**src/rtl/mips_ctrl_pkg.sv**
```systemverilog
// rtl/mips_ctrl_pkg.sv - shared types, opcodes and per-state control decode for the multicycle MIPS controller
package mips_ctrl_pkg;

  localparam logic [5:0] OP_RTYPE = 6'b000000;
  localparam logic [5:0] OP_LW    = 6'b100011;
  localparam logic [5:0] OP_SW    = 6'b101011;
  localparam logic [5:0] OP_BEQ   = 6'b000100;
  localparam logic [5:0] OP_ADDIU = 6'b001001;
  localparam logic [5:0] OP_J     = 6'b000010;

  typedef enum logic [3:0] {
    S_IDLE, S_FETCH, S_DECODE, S_MEM_ADDR, S_MEM_RD, S_MEM_WB, S_MEM_WR,
    S_EXEC_R, S_WB_R, S_EXEC_I, S_WB_I, S_BRANCH, S_JUMP, S_TRAP
  } state_t;

  typedef enum logic [1:0] {ALU_ADD = 2'b00, ALU_SUB = 2'b01, ALU_FUNCT = 2'b10} alu_op_t;
  typedef enum logic [1:0] {PC_SRC_ALU = 2'b00, PC_SRC_ALUOUT = 2'b01, PC_SRC_JUMP = 2'b10} pc_src_t;
  typedef enum logic [1:0] {CAUSE_NONE = 2'b00, CAUSE_ILLEGAL = 2'b01, CAUSE_TIMEOUT = 2'b10} trap_cause_t;

  localparam logic       SRC_A_PC      = 1'b0;
  localparam logic       SRC_A_RS      = 1'b1;
  localparam logic [1:0] SRC_B_RT      = 2'b00;
  localparam logic [1:0] SRC_B_FOUR    = 2'b01;
  localparam logic [1:0] SRC_B_IMM     = 2'b10;
  localparam logic [1:0] SRC_B_IMM_SH2 = 2'b11;

  typedef struct packed {
    logic       pc_write;
    logic       pc_write_cond;
    logic       i_or_d;
    logic       mem_read;
    logic       mem_write;
    logic       mem_to_reg;
    logic       reg_dst;
    logic       reg_write;
    logic       alu_src_a;
    logic [1:0] alu_src_b;
    logic [1:0] alu_op;
    logic [1:0] pc_source;
    logic       trap;
  } ctrl_t;

  // Moore part of the outputs; the FETCH pc_write/ir_write strobes are added by the top.
  function automatic ctrl_t ctrl_decode(state_t s);
    ctrl_t c;
    c = '0;
    c.alu_src_a = SRC_A_PC;
    c.alu_src_b = SRC_B_RT;
    case (s)
      S_FETCH: begin
        c.mem_read  = 1'b1;
        c.alu_src_b = SRC_B_FOUR;
        c.alu_op    = ALU_ADD;
        c.pc_source = PC_SRC_ALU;
      end
      S_DECODE: begin
        c.alu_src_b = SRC_B_IMM_SH2;
        c.alu_op    = ALU_ADD;
      end
      S_MEM_ADDR: begin
        c.alu_src_a = SRC_A_RS;
        c.alu_src_b = SRC_B_IMM;
      end
      S_MEM_RD: begin
        c.mem_read = 1'b1;
        c.i_or_d   = 1'b1;
      end
      S_MEM_WB: begin
        c.reg_write  = 1'b1;
        c.mem_to_reg = 1'b1;
      end
      S_MEM_WR: begin
        c.mem_write = 1'b1;
        c.i_or_d    = 1'b1;
      end
      S_EXEC_R: begin
        c.alu_src_a = SRC_A_RS;
        c.alu_op    = ALU_FUNCT;
      end
      S_WB_R: begin
        c.reg_write = 1'b1;
        c.reg_dst   = 1'b1;
      end
      S_EXEC_I: begin
        c.alu_src_a = SRC_A_RS;
        c.alu_src_b = SRC_B_IMM;
        c.alu_op    = ALU_ADD;
      end
      S_WB_I:   c.reg_write = 1'b1;
      S_BRANCH: begin
        c.alu_src_a     = SRC_A_RS;
        c.alu_op        = ALU_SUB;
        c.pc_write_cond = 1'b1;
        c.pc_source     = PC_SRC_ALUOUT;
      end
      S_JUMP: begin
        c.pc_write  = 1'b1;
        c.pc_source = PC_SRC_JUMP;
      end
      S_TRAP:   c.trap = 1'b1;
      default:  ;
    endcase
    return c;
  endfunction

endpackage

```
**src/rtl/multicycle_control_if.sv**
```systemverilog
// rtl/multicycle_control_if.sv - control bundle between the multicycle controller and its datapath
interface multicycle_control_if;
  logic [5:0] opcode;
  logic       mem_ready;
  logic       pc_write;
  logic       pc_write_cond;
  logic       i_or_d;
  logic       mem_read;
  logic       mem_write;
  logic       ir_write;
  logic       mem_to_reg;
  logic       reg_dst;
  logic       reg_write;
  logic       alu_src_a;
  logic [1:0] alu_src_b;
  logic [1:0] alu_op;
  logic [1:0] pc_source;
  logic       trap;
  logic [1:0] trap_cause;

  modport master (
    input  opcode, mem_ready,
    output pc_write, pc_write_cond, i_or_d, mem_read, mem_write, ir_write,
           mem_to_reg, reg_dst, reg_write, alu_src_a, alu_src_b, alu_op,
           pc_source, trap, trap_cause
  );

  modport slave (
    output opcode, mem_ready,
    input  pc_write, pc_write_cond, i_or_d, mem_read, mem_write, ir_write,
           mem_to_reg, reg_dst, reg_write, alu_src_a, alu_src_b, alu_op,
           pc_source, trap, trap_cause
  );
endinterface

```
**src/rtl/mem_wait_timer.sv**
```systemverilog
// rtl/mem_wait_timer.sv - counts consecutive not-ready memory cycles and flags the last allowed one
module mem_wait_timer #(
  parameter int MAX_WAIT = 15
) (
  input  logic clk,
  input  logic rst_n,
  input  logic clear,
  input  logic inc,
  output logic expired
);
  // count_q holds waits already seen, so the MAX_WAIT-th stalled cycle sees MAX_WAIT-1.
  localparam logic [7:0] LAST = 8'(MAX_WAIT - 1);

  logic [7:0] count_q, count_d;

  always_comb begin
    count_d = count_q;
    if (clear) begin
      count_d = '0;
    end else if (inc) begin
      count_d = count_q + 8'd1;
    end
  end

  always_ff @(posedge clk) begin
    if (!rst_n) begin
      count_q <= '0;
    end else begin
      count_q <= count_d;
    end
  end

  assign expired = inc && (count_q == LAST);
endmodule

```
**src/rtl/multicycle_control.sv**
```systemverilog
// rtl/multicycle_control.sv - FSM sequencing fetch/decode/execute/mem/writeback with memory-wait and illegal-op traps
module multicycle_control
  import mips_ctrl_pkg::*;
#(
  parameter int MAX_WAIT = 15
) (
  input  logic                clk,
  input  logic                rst_n,
  multicycle_control_if.master bus
);
  state_t      state_q, state_d;
  trap_cause_t cause_q, cause_d;
  ctrl_t       ctrl_q, ctrl_d, ctrl_out;
  logic        in_mem_state, wait_expired, fetch_done;

  assign in_mem_state = (state_q == S_FETCH) || (state_q == S_MEM_RD) || (state_q == S_MEM_WR);

  mem_wait_timer #(.MAX_WAIT(MAX_WAIT)) u_wait_timer (
    .clk     (clk),
    .rst_n   (rst_n),
    .clear   (!in_mem_state || bus.mem_ready),
    .inc     (in_mem_state && !bus.mem_ready),
    .expired (wait_expired)
  );

  always_comb begin
    state_d = state_q;
    cause_d = cause_q;
    case (state_q)
      S_IDLE:     state_d = S_FETCH;
      S_FETCH, S_MEM_RD, S_MEM_WR: begin
        if (bus.mem_ready) begin
          state_d = (state_q == S_FETCH)  ? S_DECODE :
                    (state_q == S_MEM_RD) ? S_MEM_WB : S_FETCH;
        end else if (wait_expired) begin
          state_d = S_TRAP;
          cause_d = CAUSE_TIMEOUT;
        end
      end
      S_DECODE: begin
        case (bus.opcode)
          OP_RTYPE:     state_d = S_EXEC_R;
          OP_LW, OP_SW: state_d = S_MEM_ADDR;
          OP_BEQ:       state_d = S_BRANCH;
          OP_ADDIU:     state_d = S_EXEC_I;
          OP_J:         state_d = S_JUMP;
          default: begin
            state_d = S_TRAP;
            cause_d = CAUSE_ILLEGAL;
          end
        endcase
      end
      S_MEM_ADDR: state_d = (bus.opcode == OP_LW) ? S_MEM_RD : S_MEM_WR;
      S_EXEC_R:   state_d = S_WB_R;
      S_EXEC_I:   state_d = S_WB_I;
      S_MEM_WB, S_WB_R, S_WB_I, S_BRANCH, S_JUMP: state_d = S_FETCH;
      S_TRAP:     state_d = S_TRAP;
      default:    state_d = S_IDLE;
    endcase
    ctrl_d = ctrl_decode(state_d);
  end

  always_ff @(posedge clk) begin
    if (!rst_n) begin
      state_q <= S_IDLE;
      cause_q <= CAUSE_NONE;
      ctrl_q  <= '0;
    end else begin
      state_q <= state_d;
      cause_q <= cause_d;
      ctrl_q  <= ctrl_d;
    end
  end

  // Everything is forced low while reset is held, including the cycle it first drops.
  assign ctrl_out   = rst_n ? ctrl_q : '0;
  assign fetch_done = rst_n && (state_q == S_FETCH) && bus.mem_ready;

  assign bus.pc_write      = ctrl_out.pc_write || fetch_done;
  assign bus.ir_write      = fetch_done;
  assign bus.pc_write_cond = ctrl_out.pc_write_cond;
  assign bus.i_or_d        = ctrl_out.i_or_d;
  assign bus.mem_read      = ctrl_out.mem_read;
  assign bus.mem_write     = ctrl_out.mem_write;
  assign bus.mem_to_reg    = ctrl_out.mem_to_reg;
  assign bus.reg_dst       = ctrl_out.reg_dst;
  assign bus.reg_write     = ctrl_out.reg_write;
  assign bus.alu_src_a     = ctrl_out.alu_src_a;
  assign bus.alu_src_b     = ctrl_out.alu_src_b;
  assign bus.alu_op        = ctrl_out.alu_op;
  assign bus.pc_source     = ctrl_out.pc_source;
  assign bus.trap          = ctrl_out.trap;
  assign bus.trap_cause    = rst_n ? cause_q : CAUSE_NONE;
endmodule

```
**src/flat_wrapper.sv**
```systemverilog
// flat-port wrapper written by rule: the top's interface ports become plain ports
module multicycle_control_flat import mips_ctrl_pkg::*;
#(
  parameter int MAX_WAIT = 15
)
  (clk, rst_n, bus_opcode, bus_mem_ready, bus_pc_write, bus_pc_write_cond, bus_i_or_d, bus_mem_read, bus_mem_write, bus_ir_write, bus_mem_to_reg, bus_reg_dst, bus_reg_write, bus_alu_src_a, bus_alu_src_b, bus_alu_op, bus_pc_source, bus_trap, bus_trap_cause);
  multicycle_control_if bus_i ();
  input  logic clk;
  input  logic rst_n;
  input wire logic [$bits(bus_i.opcode)-1:0] bus_opcode;
  input wire logic [$bits(bus_i.mem_ready)-1:0] bus_mem_ready;
  output wire logic [$bits(bus_i.pc_write)-1:0] bus_pc_write;
  output wire logic [$bits(bus_i.pc_write_cond)-1:0] bus_pc_write_cond;
  output wire logic [$bits(bus_i.i_or_d)-1:0] bus_i_or_d;
  output wire logic [$bits(bus_i.mem_read)-1:0] bus_mem_read;
  output wire logic [$bits(bus_i.mem_write)-1:0] bus_mem_write;
  output wire logic [$bits(bus_i.ir_write)-1:0] bus_ir_write;
  output wire logic [$bits(bus_i.mem_to_reg)-1:0] bus_mem_to_reg;
  output wire logic [$bits(bus_i.reg_dst)-1:0] bus_reg_dst;
  output wire logic [$bits(bus_i.reg_write)-1:0] bus_reg_write;
  output wire logic [$bits(bus_i.alu_src_a)-1:0] bus_alu_src_a;
  output wire logic [$bits(bus_i.alu_src_b)-1:0] bus_alu_src_b;
  output wire logic [$bits(bus_i.alu_op)-1:0] bus_alu_op;
  output wire logic [$bits(bus_i.pc_source)-1:0] bus_pc_source;
  output wire logic [$bits(bus_i.trap)-1:0] bus_trap;
  output wire logic [$bits(bus_i.trap_cause)-1:0] bus_trap_cause;
  assign bus_i.opcode = bus_opcode;
  assign bus_i.mem_ready = bus_mem_ready;
  assign bus_pc_write = bus_i.pc_write;
  assign bus_pc_write_cond = bus_i.pc_write_cond;
  assign bus_i_or_d = bus_i.i_or_d;
  assign bus_mem_read = bus_i.mem_read;
  assign bus_mem_write = bus_i.mem_write;
  assign bus_ir_write = bus_i.ir_write;
  assign bus_mem_to_reg = bus_i.mem_to_reg;
  assign bus_reg_dst = bus_i.reg_dst;
  assign bus_reg_write = bus_i.reg_write;
  assign bus_alu_src_a = bus_i.alu_src_a;
  assign bus_alu_src_b = bus_i.alu_src_b;
  assign bus_alu_op = bus_i.alu_op;
  assign bus_pc_source = bus_i.pc_source;
  assign bus_trap = bus_i.trap;
  assign bus_trap_cause = bus_i.trap_cause;
  multicycle_control #(.MAX_WAIT(MAX_WAIT)) u_core (.clk(clk), .rst_n(rst_n), .bus(bus_i));
endmodule
```
**config.mk**
```make
export PLATFORM = sky130hd
export DESIGN_NAME = multicycle_control_flat
export DESIGN_NICKNAME = d
export VERILOG_FILES = /design/src/rtl/mips_ctrl_pkg.sv /design/src/rtl/multicycle_control_if.sv /design/src/rtl/mem_wait_timer.sv /design/src/rtl/multicycle_control.sv /design/src/flat_wrapper.sv
export SDC_FILE = /design/constraint.sdc
export NUM_CORES = 1
export LEC_CHECK = 0
export ABC_CLOCK_PERIOD_IN_PS = 2600
export CAP_MARGIN = 20
export CORE_UTILIZATION = 53
export CTS_BUF_LIST = sky130_fd_sc_hd__clkbuf_4 sky130_fd_sc_hd__clkbuf_8
export CTS_CLUSTER_SIZE = 12
export DETAILED_ROUTE_END_ITERATION = 6
export MAX_ROUTING_LAYER = met4
export PLACE_DENSITY = 0.92
export SLEW_MARGIN = 20
export SYNTH_ARGS = -nofsm -noshare
export SYNTH_HDL_FRONTEND = slang
export SYNTH_SLANG_ARGS = --single-unit
```
**constraint.sdc**
```tcl
create_clock -name clk -period 2.6 [get_ports clk]
set_input_delay 0.26 -clock clk [delete_from_list [all_inputs] [get_ports clk]]
set_output_delay 0.26 -clock clk [all_outputs]
set_load 0.02 [all_outputs]
```
**Word level (Yosys, flattened, before mapping)**

Index checks and enable logic that the tools add are counted.

- Register bits after elaboration: 30
- Bits of input ports: 9
- Output and inout bits: 19
- Logic and storage cells: 103

- Add/subtract/negate cells: 1
- Equal/unequal tests: 35
- Multiplexer cells: 26
- Bitwise operators: 1
- Reduce and logical (&&, ||, !) cells: 24

Operator list:

| kind | number |
|---|---|
| == test 4 bit, second input constant | 12 |
| == test 4 x 3 -> 1 bit, second input constant | 8 |
| case mux 4 bit (7 select lines) | 1 |
| case mux 4 bit (5 select lines) | 1 |
| == test 4 x 2 -> 1 bit, second input constant | 4 |
| two-way mux 16 bit | 1 |
| == test 6 bit, second input constant | 2 |
| two-way mux 4 bit | 3 |
| case mux 2 bit (2 select lines) | 3 |
| OR reduction 6 bit | 2 |
| two-way mux 1 bit | 10 |
| two-way mux 2 bit | 5 |
| OR reduction 2 bit | 5 |
| adder 8 x 1 -> 8 bit, second input constant | 1 |
| == test 4 x 1 -> 1 bit, second input constant | 2 |
| == test 8 x 4 -> 1 bit, second input constant | 1 |
| == test 6 x 2 -> 1 bit, second input constant | 1 |
| == test 6 x 3 -> 1 bit, second input constant | 1 |
| == test 6 x 4 -> 1 bit, second input constant | 1 |
| logical NOT 6 bit | 1 |
| inequality test 2 bit, second input constant | 3 |
| case mux 2 bit (3 select lines) | 1 |
| OR reduction 3 bit | 2 |
| logical AND 1 bit | 4 |
| other kinds (8) | 12 |

**Depth between registers and ports, before layout**

- Depth after elaboration: 11
- Gate-level depth with buffers: 8

**Hierarchy**

A second synthesis with hierarchy kept.

- Cell total of the unflattened synthesis: 181
- Area, all modules: 1609.0 um^2

Modules (own cells, without submodules):

| module | times used | cells each | area each (um^2) | seq. area each (um^2) |
|---|---|---|---|---|
| multicycle_control | 1 | 138 | 1224.9 | 400.4 |
| mem_wait_timer | 1 | 43 | 384.1 | 160.2 |

**Least setup slack after synthesis**

OpenSTA, ideal clock, no wires.

- Kind: register to register
- Start point: register u_core.u_wait_timer.count_q[0]
- End point: register u_core.ctrl_q[6] (netlist bit)
- Library setup time: 0.088 ns
- Data arrival time: 1.755 ns
- Data required time: 2.512 ns
- Setup slack: 0.757 ns
- Cell stages (with the launch flop): 9
- Path buffers: 1
- Clock period less this slack: 1.843 ns
- Cell sequence: dfxtp_1 > inv_1 > ha_1 > and3_1 > o21a_1 > nor3_1 > buf_2 > inv_1 > o32ai_2

- Word-level cells in the longest chain between the ends: 8
- Elaborated cells between the ends (all ways): 11

RTL lines:

| item | RTL line | text |
|---|---|---|
| start: declaration | mem_wait_timer.sv:14 | `logic [7:0] count_q, count_d;` |
| start signal: assignment | mem_wait_timer.sv:29 | `count_q <= count_d;` |
| == test 8 x 4 -> 1 bit (*) | mem_wait_timer.sv:33 | `assign expired = inc && (count_q == LAST);` |
| logical AND 1 bit (*) | mem_wait_timer.sv:33 |  |
| two-way mux 4 bit (*) | multicycle_control.sv:35 | `end else if (wait_expired) begin` |
| two-way mux 4 bit (*) | multicycle_control.sv:32 | `if (bus.mem_ready) begin` |
| case mux 4 bit (7 select lines) (*) | multicycle_control.sv:29 | `case (state_q)` |
| == test 4 x 2 -> 1 bit or == test 4 bit (tied branches) | mips_ctrl_pkg.sv:49 | `case (s)` |
| OR reduction 2 bit (no line) | -- |  |
| case mux 2 bit (3 select lines) (*) | mips_ctrl_pkg.sv:49 |  |
| end signal: assignment | multicycle_control.sv:71 | `ctrl_q <= ctrl_d;` |
| end: declaration | multicycle_control.sv:13 | `ctrl_t ctrl_q, ctrl_d, ctrl_out;` |

Mark *: on every way between the ends. The rest lies on a longest branch, timed or not.
A chain may end at the register's enable or synchronous reset.

**Worst setup path in the final report**

- Start point: register u_core.state_q[1]
- End point: output bus_ir_write

- Word-level cells in the longest chain between the ends: 3

RTL lines:

| item | RTL line | text |
|---|---|---|
| start: declaration | multicycle_control.sv:11 | `state_t state_q, state_d;` |
| start signal: assignment | multicycle_control.sv:69 | `state_q <= state_d;` |
| == test 4 x 1 -> 1 bit | multicycle_control.sv:77 | `assign fetch_done = rst_n && (state_q == S_FETCH) && bus.mem_ready;` |
| logical AND 1 bit (2 in series) | multicycle_control.sv:77 |  |
| end: declaration | flat_wrapper.sv:17 | `output wire logic [$bits(bus_i.ir_write)-1:0] bus_ir_write;` |

No other way between the ends.

==> run metrics <==
run status=complete, no violations; max-cap violation count=0; dpl cells=220; largest cells by area after synthesis=dfxtp_1 38%, and2_1 9.0%, nor2_1 4.3%; vias in the first global route=between 1,000 and 1,500; EDFF count, synth=0; post-route cell area=approximately 1800 um^2; crit path max fanout=12; I/O Buffers=27; Final Cycle Share=around nine tenths; PD cells=546.7 nW/um^2; RD Place Congestion=1.004; cell area after synthesis=1468 um^2; # H-tree levels=1; Placed Instance Area=1752 um^2; WP data required=2.34 ns; Post-layout nets=a little over 200; Setup crit start kind=register; Pleak=0.6832 nW; ANT nets after route=0; Fin Setup TNS=0 ns; Slew Limit Headroom=37.89%; Initial Util=57.67%; clk root buf=clkbuf_4; Clk pin slew, worst setup/hold paths=0.16 ns; most common flop cell mapped by yosys=dfxtp_1; Max Root-Sink Buffers=2; CTS tree=yes; synth unique cells=49; final setup violating endpoints=0; share of cells above drive strength 1=about a tenth; routed len/inst=approximately 14 um; Cells after Synth=169; largest net degree at the start of global routing=21; n_diodes=0; Overflow after GRT=0; Crit Path Class=reg -> out; pre-CTS WS=between 0.15 and 0.2 ns; DRC Markers=0; Hold Path Class=reg -> reg; Vias=1,300; die height=~55 um; clock sinks=28; Clock Latency Late Sink=approximately 0.35 ns; Initial DRT Pass Iterations=4; Post-CTS Setup Inserts=0; post-synthesis sequential area ratio=38.19%; non-filler cells, final=about 220; Yosys top cell by area=dfxtp_1; crit path DAT=2.09 ns; cts hold-fix bufs=0; synth warn=0; clock skew=approximately 0.014 ns; vias per inst=5.804; Final Hold Fails=0; slew of the pin with the lowest slew margin=0.9316 ns; Mean Syn Cell Area=about 8.7 um^2; RSZ-0062 raised after global routing=false; setup ws final=approximately 0.25 ns; standard-cell row count=18; DP Wirelength=2480 um; number of synthesized register bits=28; VDD IR-drop max=0.0004660 V; Synth top area share=between 30% and 40%; first-pass GRT wire length=5223 um; cts bufs inserted=3; syn nets=180; Overall Power=986.4 uW; Iter 0 DRT Violations=64; async set-or-reset flop fraction in the synthesized netlist=0%; initial antenna violation count=0; total wire length=between 3000 and 4000 um; GRT Util Overall=25.51%; Slew Limit Fails=0; Fillers=204; Final Critical Period=2.352 ns; Core Area=2545 um^2; Die W=between 50 and 60 um; DIE AREA=roughly 3000 um^2; I/O Pins=28; CP Capture Type=output pin; Resized cells post-CTS=0; Highest Clock Rate=425.2 MHz; area grow syn2layout=22.93%
-- flip-flops by register name, summed over array words and instances, names as in the netlist --
name                         cells
u_core.ctrl_q                   14
u_core.u_wait_timer.count_q      8
u_core.cause_q                   2
u_core.state_q                   4
-- worst max-delay path, stage by stage (launching register included) --
cell and delay (ns):
dfxtp_1 0.44, nand3b_1 0.23, nor3_1 0.29, and2_1 0.18, clkdlybuf4s50_1 0.60
-- layer usage --
layer | track usage [%] | part of all wire, % | wire length, um | vias to the layer above
met5 | - | 0 | 0 | -
met4 | 14.10 | 2.5 | 80 | 0
met3 | 2.778 | 4.6 | 148 | 7
met2 | 44.38 | 52 | 1685 | 50
met1 | 27.97 | 41 | 1308 | 594
li1 | - | - | - | 649
-- cells by family (layout without fill, tap and decap cells) --
kind of cell	after synthesis	in the layout	synth area share [%]
flip-flops	28	28	38.19
adder cells (fa/ha/maj)	2	2	1.705
AND/OR/NAND/NOR	84	84	32.99
XOR/XNOR	7	7	4.177
multiplexers	1	1	0.6820
AO/OA/AOI/OAI	29	29	16.54
buffers and inverters	18	43	5.712
-- cell usage after synthesis (all sizes together) (3+ instances only) --
cell type,instances
xor2,5
buf,7
nor4,5
nand3,3
nor2,18
o21ai,4
a211oi,4
nand2b,3
nor2b,3
and2,21
a21oi,3
nand4,3
nand2,9
clkbuf,3
dfxtp,28
nor3,7
inv,8
-- area by class of cell --
class                   count  area, um^2  share of cell area, %
clock inverters             1       30.03                  1.664
multi-input cells         123       823.3                  45.63
well taps                  30       37.54                  2.080
repair buffers             31       300.3                  16.64
clock buffers               3       22.52                  1.248
inverters                   8       30.03                  1.664
flip-flops and latches     28       560.5                  31.07
-- stage by stage --
stage,util [%],hold slack (ns)
after floorplan,-,0.3882
after global placement,68.83,0.4693
after detailed placement,68.83,0.4958
after CTS,70.89,0.5241
after global routing,70.89,0.5521
final,70.89,0.5112
-- power breakdown --
part,internal (mW),switching (mW)
combinational,0.0997,0.119
sequential,0.454,0.0232
clock,0.156,0.134
-- final timing paths --
path / end / cells after the start / slack [ns] / startpoint
worst max-delay path: bus_ir_write / 4 / 0.25 / u_core.state_q[1]$_SDFF_PN0_
worst max register to register: u_core.ctrl_q[9]$_SDFF_PN0_ / 7 / 0.27 / u_core.state_q[1]$_SDFF_PN0_
worst min register to register: u_core.u_wait_timer.count_q[0]$_SDFFE_PP0P_ / 1 / 0.51 / u_core.u_wait_timer.count_q[0]$_SDFFE_PP0P_
worst min-delay path: u_core.u_wait_timer.count_q[0]$_SDFFE_PP0P_ / 1 / 0.51 / u_core.u_wait_timer.count_q[0]$_SDFFE_PP0P_
-- cell usage in the layout, fill, tap and decap left out, drive strengths merged, types with 3 or more instances in the layout --
master and instances:
nand2 9, nor4 5, nor2 18, o21ai 4, xor2 5, nor2b 3, buf 4, a211oi 4
inv 8, dfxtp 28, and2 21, nor3 7, nand2b 3, nand3 3, clkbuf 3, nand4 3
clkdlybuf4s50 27, a21oi 3
Note: power is estimated with default switching activity, not from simulation.
